--- config.mk ---
export PLATFORM = sky130hd
export DESIGN_NAME = load_store_unit
export DESIGN_NICKNAME = d
export VERILOG_FILES = /design/src/rtl/riscv_lsu_pkg.sv /design/src/rtl/lsu_byte_lane.sv /design/src/rtl/load_store_unit.sv
export SDC_FILE = /design/constraint.sdc
export NUM_CORES = 1
export LEC_CHECK = 0
export CAP_MARGIN = 10
export CORE_MARGIN = 3
export CORE_UTILIZATION = 44
export DETAILED_ROUTE_END_ITERATION = 12
export PLACE_DENSITY = 0.86
export SETUP_SLACK_MARGIN = 0.4
export SLEW_MARGIN = 0
export SYNTH_ARGS = -nofsm -noshare
export SYNTH_HDL_FRONTEND = slang
export SYNTH_HIERARCHICAL = 1
export SYNTH_SLANG_ARGS = --single-unit
--- constraint.sdc ---
create_clock -name clock -period 3.35 [get_ports clock]
set_input_delay 0.5025 -clock clock [delete_from_list [all_inputs] [get_ports clock]]
set_output_delay 0.5025 -clock clock [all_outputs]
set_load 0.05 [all_outputs]
--- src/rtl/riscv_lsu_pkg.sv ---
// Shared types for the load/store unit: access-size encodings, FSM states
// and the alignment rule used when misaligned trapping is built in.
package riscv_lsu_pkg;

  typedef enum logic [1:0] {
    SZ_BYTE  = 2'b00,
    SZ_HALF  = 2'b01,
    SZ_WORD  = 2'b10,
    SZ_WORD2 = 2'b11   // reserved encoding, behaves as a word
  } lsu_size_e;

  typedef enum logic [1:0] {
    IDLE  = 2'b00,
    READ  = 2'b01,
    WRITE = 2'b10,
    RESP  = 2'b11
  } lsu_state_e;

  // Word access for both 10 and 11 encodings.
  function automatic logic is_word(input lsu_size_e size);
    return size[1];
  endfunction

  // Halves must sit on even addresses, words on multiples of four.
  function automatic logic is_misaligned(input lsu_size_e size, input logic [1:0] off);
    case (size)
      SZ_BYTE: return 1'b0;
      SZ_HALF: return off[0];
      default: return off != 2'b00;
    endcase
  endfunction

endpackage

--- src/rtl/lsu_byte_lane.sv ---
// Combinational lane logic: pulls the addressed byte/half out of a memory
// word and extends it for loads, and merges store data into that lane for
// read-modify-write stores. Half lane uses off_i[1] only and word accesses
// ignore the offset, which is how misaligned accesses get forced aligned.
module lsu_byte_lane
  import riscv_lsu_pkg::*;
(
  input  logic [31:0] rword_i,
  input  logic [1:0]  off_i,
  input  lsu_size_e   size_i,
  input  logic        unsigned_i,
  input  logic [31:0] wdata_i,
  output logic [31:0] load_o,
  output logic [31:0] merge_o
);

  logic [7:0]  byte_sel;
  logic [15:0] half_sel;

  // Lane extract/extend for loads and lane replacement for stores.
  always_comb begin
    byte_sel = rword_i[{off_i, 3'b000} +: 8];
    half_sel = rword_i[{off_i[1], 4'b0000} +: 16];
    load_o   = rword_i;
    merge_o  = wdata_i;
    case (size_i)
      SZ_BYTE: begin
        load_o  = unsigned_i ? {24'h0, byte_sel} : {{24{byte_sel[7]}}, byte_sel};
        merge_o = rword_i;
        merge_o[{off_i, 3'b000} +: 8] = wdata_i[7:0];
      end
      SZ_HALF: begin
        load_o  = unsigned_i ? {16'h0, half_sel} : {{16{half_sel[15]}}, half_sel};
        merge_o = rword_i;
        merge_o[{off_i[1], 4'b0000} +: 16] = wdata_i[15:0];
      end
      default: begin
        load_o  = rword_i;
        merge_o = wdata_i;
      end
    endcase
  end

endmodule

--- src/rtl/load_store_unit.sv ---
// Load/store unit between a core request port and a single-ported,
// combinational-read word memory. Sub-word stores are done as a
// read-modify-write. Optional build macro LSU_MISALIGN_TRAP_EN: when defined,
// misaligned half/word accesses complete immediately with rsp_err set and no
// memory access; otherwise they are forced aligned and rsp_err is always 0.
module load_store_unit
  import riscv_lsu_pkg::*;
#(
  parameter int DEPTH = 256
) (
  input  logic        clock,
  input  logic        reset,
  input  logic        req_valid,
  output logic        req_ready,
  input  logic        req_we,
  input  logic [1:0]  req_size,
  input  logic        req_unsigned,
  input  logic [31:0] req_addr,
  input  logic [31:0] req_wdata,
  output logic        rsp_valid,
  output logic [31:0] rsp_rdata,
  output logic        rsp_err,
  output logic [31:0] mem_addr,
  output logic [31:0] mem_wdata,
  output logic        mem_we,
  input  logic [31:0] mem_rdata
);

  localparam int AW = $clog2(DEPTH);

  lsu_state_e  state_q;
  logic        we_q;
  lsu_size_e   size_q;
  logic        uns_q;
  logic [1:0]  off_q;
  logic [31:0] wdata_q;
  logic        rsp_valid_q;
  logic [31:0] rsp_rdata_q;
  logic [31:0] mem_addr_q;
  logic [31:0] mem_wdata_q;
  logic        mem_we_q;
  logic [31:0] lane_load;
  logic [31:0] lane_merge;
  lsu_size_e   req_size_e;

  // Address bits above the memory index only wrap, so they are never used.
  logic unused_addr_hi;
  assign unused_addr_hi = ^req_addr[31:AW+2];

  assign req_size_e = lsu_size_e'(req_size);

  lsu_byte_lane u_lane (
    .rword_i    (mem_rdata),
    .off_i      (off_q),
    .size_i     (size_q),
    .unsigned_i (uns_q),
    .wdata_i    (wdata_q),
    .load_o     (lane_load),
    .merge_o    (lane_merge)
  );

`ifdef LSU_MISALIGN_TRAP_EN
  logic rsp_err_q;
  assign rsp_err = rsp_err_q;
`else
  assign rsp_err = 1'b0;
`endif

  assign req_ready = (state_q == IDLE);
  assign rsp_valid = rsp_valid_q;
  assign rsp_rdata = rsp_rdata_q;
  assign mem_addr  = mem_addr_q;
  assign mem_wdata = mem_wdata_q;
  assign mem_we    = mem_we_q;

  // Request FSM with all outputs registered on state entry.
  always_ff @(posedge clock or posedge reset) begin
    if (reset) begin
      state_q     <= IDLE;
      we_q        <= 1'b0;
      size_q      <= SZ_BYTE;
      uns_q       <= 1'b0;
      off_q       <= 2'b00;
      wdata_q     <= '0;
      rsp_valid_q <= 1'b0;
      rsp_rdata_q <= '0;
      mem_addr_q  <= '0;
      mem_wdata_q <= '0;
      mem_we_q    <= 1'b0;
`ifdef LSU_MISALIGN_TRAP_EN
      rsp_err_q   <= 1'b0;
`endif
    end else begin
      case (state_q)
        IDLE: begin
          rsp_valid_q <= 1'b0;
          mem_we_q    <= 1'b0;
          if (req_valid) begin
            we_q       <= req_we;
            size_q     <= req_size_e;
            uns_q      <= req_unsigned;
            off_q      <= req_addr[1:0];
            wdata_q    <= req_wdata;
            mem_addr_q <= 32'(req_addr[AW+1:2]);
`ifdef LSU_MISALIGN_TRAP_EN
            if (is_misaligned(req_size_e, req_addr[1:0])) begin
              state_q     <= RESP;
              rsp_valid_q <= 1'b1;
              rsp_rdata_q <= '0;
              rsp_err_q   <= 1'b1;
            end else
`endif
            if (req_we && is_word(req_size_e)) begin
              state_q     <= WRITE;
              mem_we_q    <= 1'b1;
              mem_wdata_q <= req_wdata;
            end else begin
              state_q <= READ;
            end
          end
        end
        READ: begin
          if (!we_q) begin
            state_q     <= RESP;
            rsp_valid_q <= 1'b1;
            rsp_rdata_q <= lane_load;
`ifdef LSU_MISALIGN_TRAP_EN
            rsp_err_q   <= 1'b0;
`endif
          end else begin
            state_q     <= WRITE;
            mem_we_q    <= 1'b1;
            mem_wdata_q <= lane_merge;
          end
        end
        WRITE: begin
          state_q     <= RESP;
          mem_we_q    <= 1'b0;
          rsp_valid_q <= 1'b1;
          rsp_rdata_q <= '0;
`ifdef LSU_MISALIGN_TRAP_EN
          rsp_err_q   <= 1'b0;
`endif
        end
        default: begin
          state_q     <= IDLE;
          rsp_valid_q <= 1'b0;
        end
      endcase
    end
  end

endmodule

==> reports/qor.yml <==
yosys_warnings: 6
dp_slack_ns: 0.964
core_area_um2: 15300
rows: 45
rr_endpoint: "mem_wdata[28]$_DFFE_PP0P_"
post_drt_wl_per_cell_um: 19.6
timing.final.crit_share: 0.771
period_needed_ns: 2.58
status: "complete, no violations"
synth_seq_cells: 114
drive_gt1_frac: 0.261
antenna_left: 0
fin_ws_ns: 0.768
globalplace.congestion: 0.926
antenna_found_initial: 0
initial_utilization: 0.450
ff2ff_path_depth: 7
cts.sinks: 114
die_area_um2: 17200
vias: 5335
cp-start-kind: "flop"
powerDensity_nw_per_um2: 1150
dieWidth_um: 131
htreeDepth: 4
track_usage: 0.223
post_cts_buffers: 0
ys_seq_area_frac: 0.415
io_buffers: 155
die_y_um: 131
critPathKind: "reg -> out"
antenna_cells: 0
via_per_inst: 5.57
reg2reg_setup_slack_ns: 0.91
crit_fanout: 5
required_ns: 2.85
maxCapViolCount: 0
cts_buffer_depth: 2
rr_startpoint: "off_q[1]$_DFFE_PP0P_"
synthFlopType: "dfrtp_1"
clk_pin_slew_ns: 0.05
grt_pass1_wl_um: 29200
root_buffer: "clkbuf_16"
rsz0062_at_grt: "false"
hold_viol_final: 0
power_w: 0.0104
setup_tns_ns: 0
hold_path_class: "in -> async"
cp.arrival_ns: 2.08
yosysTopAreaCellShare: 0.415
cts-buffers-inserted: 17
grt_max_degree: 67
hpwl_um: 13900
clk_latency_ns: 0.42
place_area_um2: 8500
slew_headroom: 0.608
max_freq_mhz: 387
p_leak_nw: 3.80
grt_pass1_vias: 5319
synth_area_per_cell_um2: 11.7
dr.pass1.iters: 5
post-route-drc-count: 0
syn_area_um2: 6870
grt_overflow: 0
setup_violations: 0
wl_um: 18800
worst_pin_slew_ns: 0.585
synthArstFlopShare: 1.00
synth_edf_count: 0
fin_worst_skew_ns: 0.00685
netlist-cell-type-count: 58
fin_util: 0.592
synth_cells: 587
cts-hold-fix-buffers: 0
end_kind: "output port"
cts_tree: "yes"
cts_resized: 0
synth_top_area_cell: "dfrtp_1"
synthToLayoutAreaGrowth_pct: 31.5
fin_nets: 851
ir_drop_mv: 0.700
design_area_um2: 9030
ys_top_cells_by_area: "dfrtp_1, mux2_2, a22o_1, buf_4, nand2_1"
timing.final.max_slew_violations: 0
drt_iter0_drc: 400
ios: 203
## report_power, final
part	internal, W	switching, W
Clock	0.00107	0.000592
Combinational	0.00259	0.00358
Sequential	0.00202	0.000569
Total	0.00568	0.00474
## worst max-delay path, cell delays in order, from the launching register on
cell	delay (ns)
dfrtp_1	0.45
inv_1	0.16
ha_1	0.24
clkdlybuf4s50_1	0.82
## registers in the layout (all words and copies together) (netlist names)
register / count
mem_wdata: 32
rsp_rdata: 32
wdata_q: 32
mem_addr: 8
off_q: 2
size_q: 2
state_q: 2
mem_we: 1
rsp_valid: 1
uns_q: 1
we_q: 1
## cells by family (layout without fill, tap and decap cells)
group,after synthesis,in the layout,share of synthesized area
compound gates,149,149,0.195
fa+ha+maj,12,12,0.0218
buf+inv,79,214,0.0705
flops,114,114,0.415
mux,138,138,0.224
other cells,1,25,0.000546
simple gates,94,94,0.0734
## cell usage in the layout (no fill, tap or decap), types with 4 or more instances in the layout
| cell | n |
|---|---|
| buf_4 | 14 |
| inv_1 | 11 |
| clkdlybuf4s50_1 | 155 |
| a221o_1 | 15 |
| clkbuf_1 | 4 |
| clkinv_2 | 6 |
| dfrtp_1 | 113 |
| a41oi_1 | 8 |
| nor2b_1 | 16 |
| a22oi_1 | 11 |
| mux2_2 | 112 |
| o211ai_1 | 7 |
| mux2i_1 | 16 |
| conb_1 | 25 |
| ha_1 | 12 |
| nor2_1 | 10 |
| a22o_1 | 54 |
| o221ai_1 | 8 |
| o21ai_2 | 11 |
| o221ai_2 | 8 |
| o21ai_1 | 7 |
| clkbuf_16 | 17 |
| a21oi_1 | 4 |
| nand2_1 | 48 |
| mux2_1 | 9 |
## metrics by stage
step | instances | hold slack [ns]
2_1_floorplan | 611 | 0.480
3_3_place_gp | 928 | 0.468
3_5_place_dp | 928 | 0.478
4_1_cts | 957 | 0.403
5_1_grt | 957 | 0.429
6_report | 957 | 0.413
## routing by layer
layer  wire [um]  GRT usage
met1        7870      0.289
met2        8810      0.344
met3        1610     0.0817
met4         495     0.0792
met5           0          0
## layout make-up
| type | count | area, um2 |
|---|---|---|
| Clock inverter | 8 | 90.1 |
| Inverter | 14 | 58.8 |
| Timing Repair Buffer | 171 | 1700 |
| Clock buffer | 21 | 440 |
| Multi-Input combinational cell | 418 | 3630 |
| Tap cell | 211 | 264 |
| Fill cell | 1244 | 6220 |
| Sequential cell | 114 | 2850 |
## worst max-delay path by stage
| stage | from | end | slack, ns |
|---|---|---|---|
| finish | state_q[1]$_DFFE_PP0P_ | req_ready | 0.77 |
| global route | state_q[0]$_DFFE_PP0P_ | req_ready | 0.66 |
| CTS | state_q[0]$_DFFE_PP0P_ | req_ready | 0.75 |
| detailed placement | req_we | mem_wdata[3]$_DFFE_PP0P_ | 0.96 |
| global placement | off_q[1]$_DFFE_PP0P_ | mem_wdata[29]$_DFFE_PP0P_ | 0.94 |
| floorplan | off_q[1]$_DFFE_PP0P_ | mem_wdata[0]$_DFFE_PP0P_ | 0.92 |
## synthesized netlist by cell type (2+ instances only)
| library cell | count |
|---|---|
| nor3_2 | 2 |
| buf_6 | 5 |
| o21ai_1 | 8 |
| nor2_1 | 10 |
| mux2_1 | 9 |
| ha_1 | 12 |
| a31oi_1 | 2 |
| mux2_2 | 112 |
| buf_1 | 3 |
| a221o_1 | 15 |
| o31ai_1 | 2 |
| buf_2 | 16 |
| dfrtp_1 | 114 |
| a211oi_1 | 2 |
| nand2_1 | 49 |
| a41oi_1 | 8 |
| nor2b_1 | 16 |
| a22o_1 | 54 |
| mux2i_1 | 16 |
| a21oi_1 | 4 |
| o21ai_2 | 10 |
| inv_1 | 12 |
| clkbuf_1 | 9 |
| o21ai_0 | 2 |
| o221ai_2 | 8 |
| o221ai_1 | 8 |
| o211ai_1 | 7 |
| nor2_2 | 2 |
| a22oi_1 | 11 |
| buf_4 | 31 |
No activity file was read; power rests on OpenSTA's default activity.
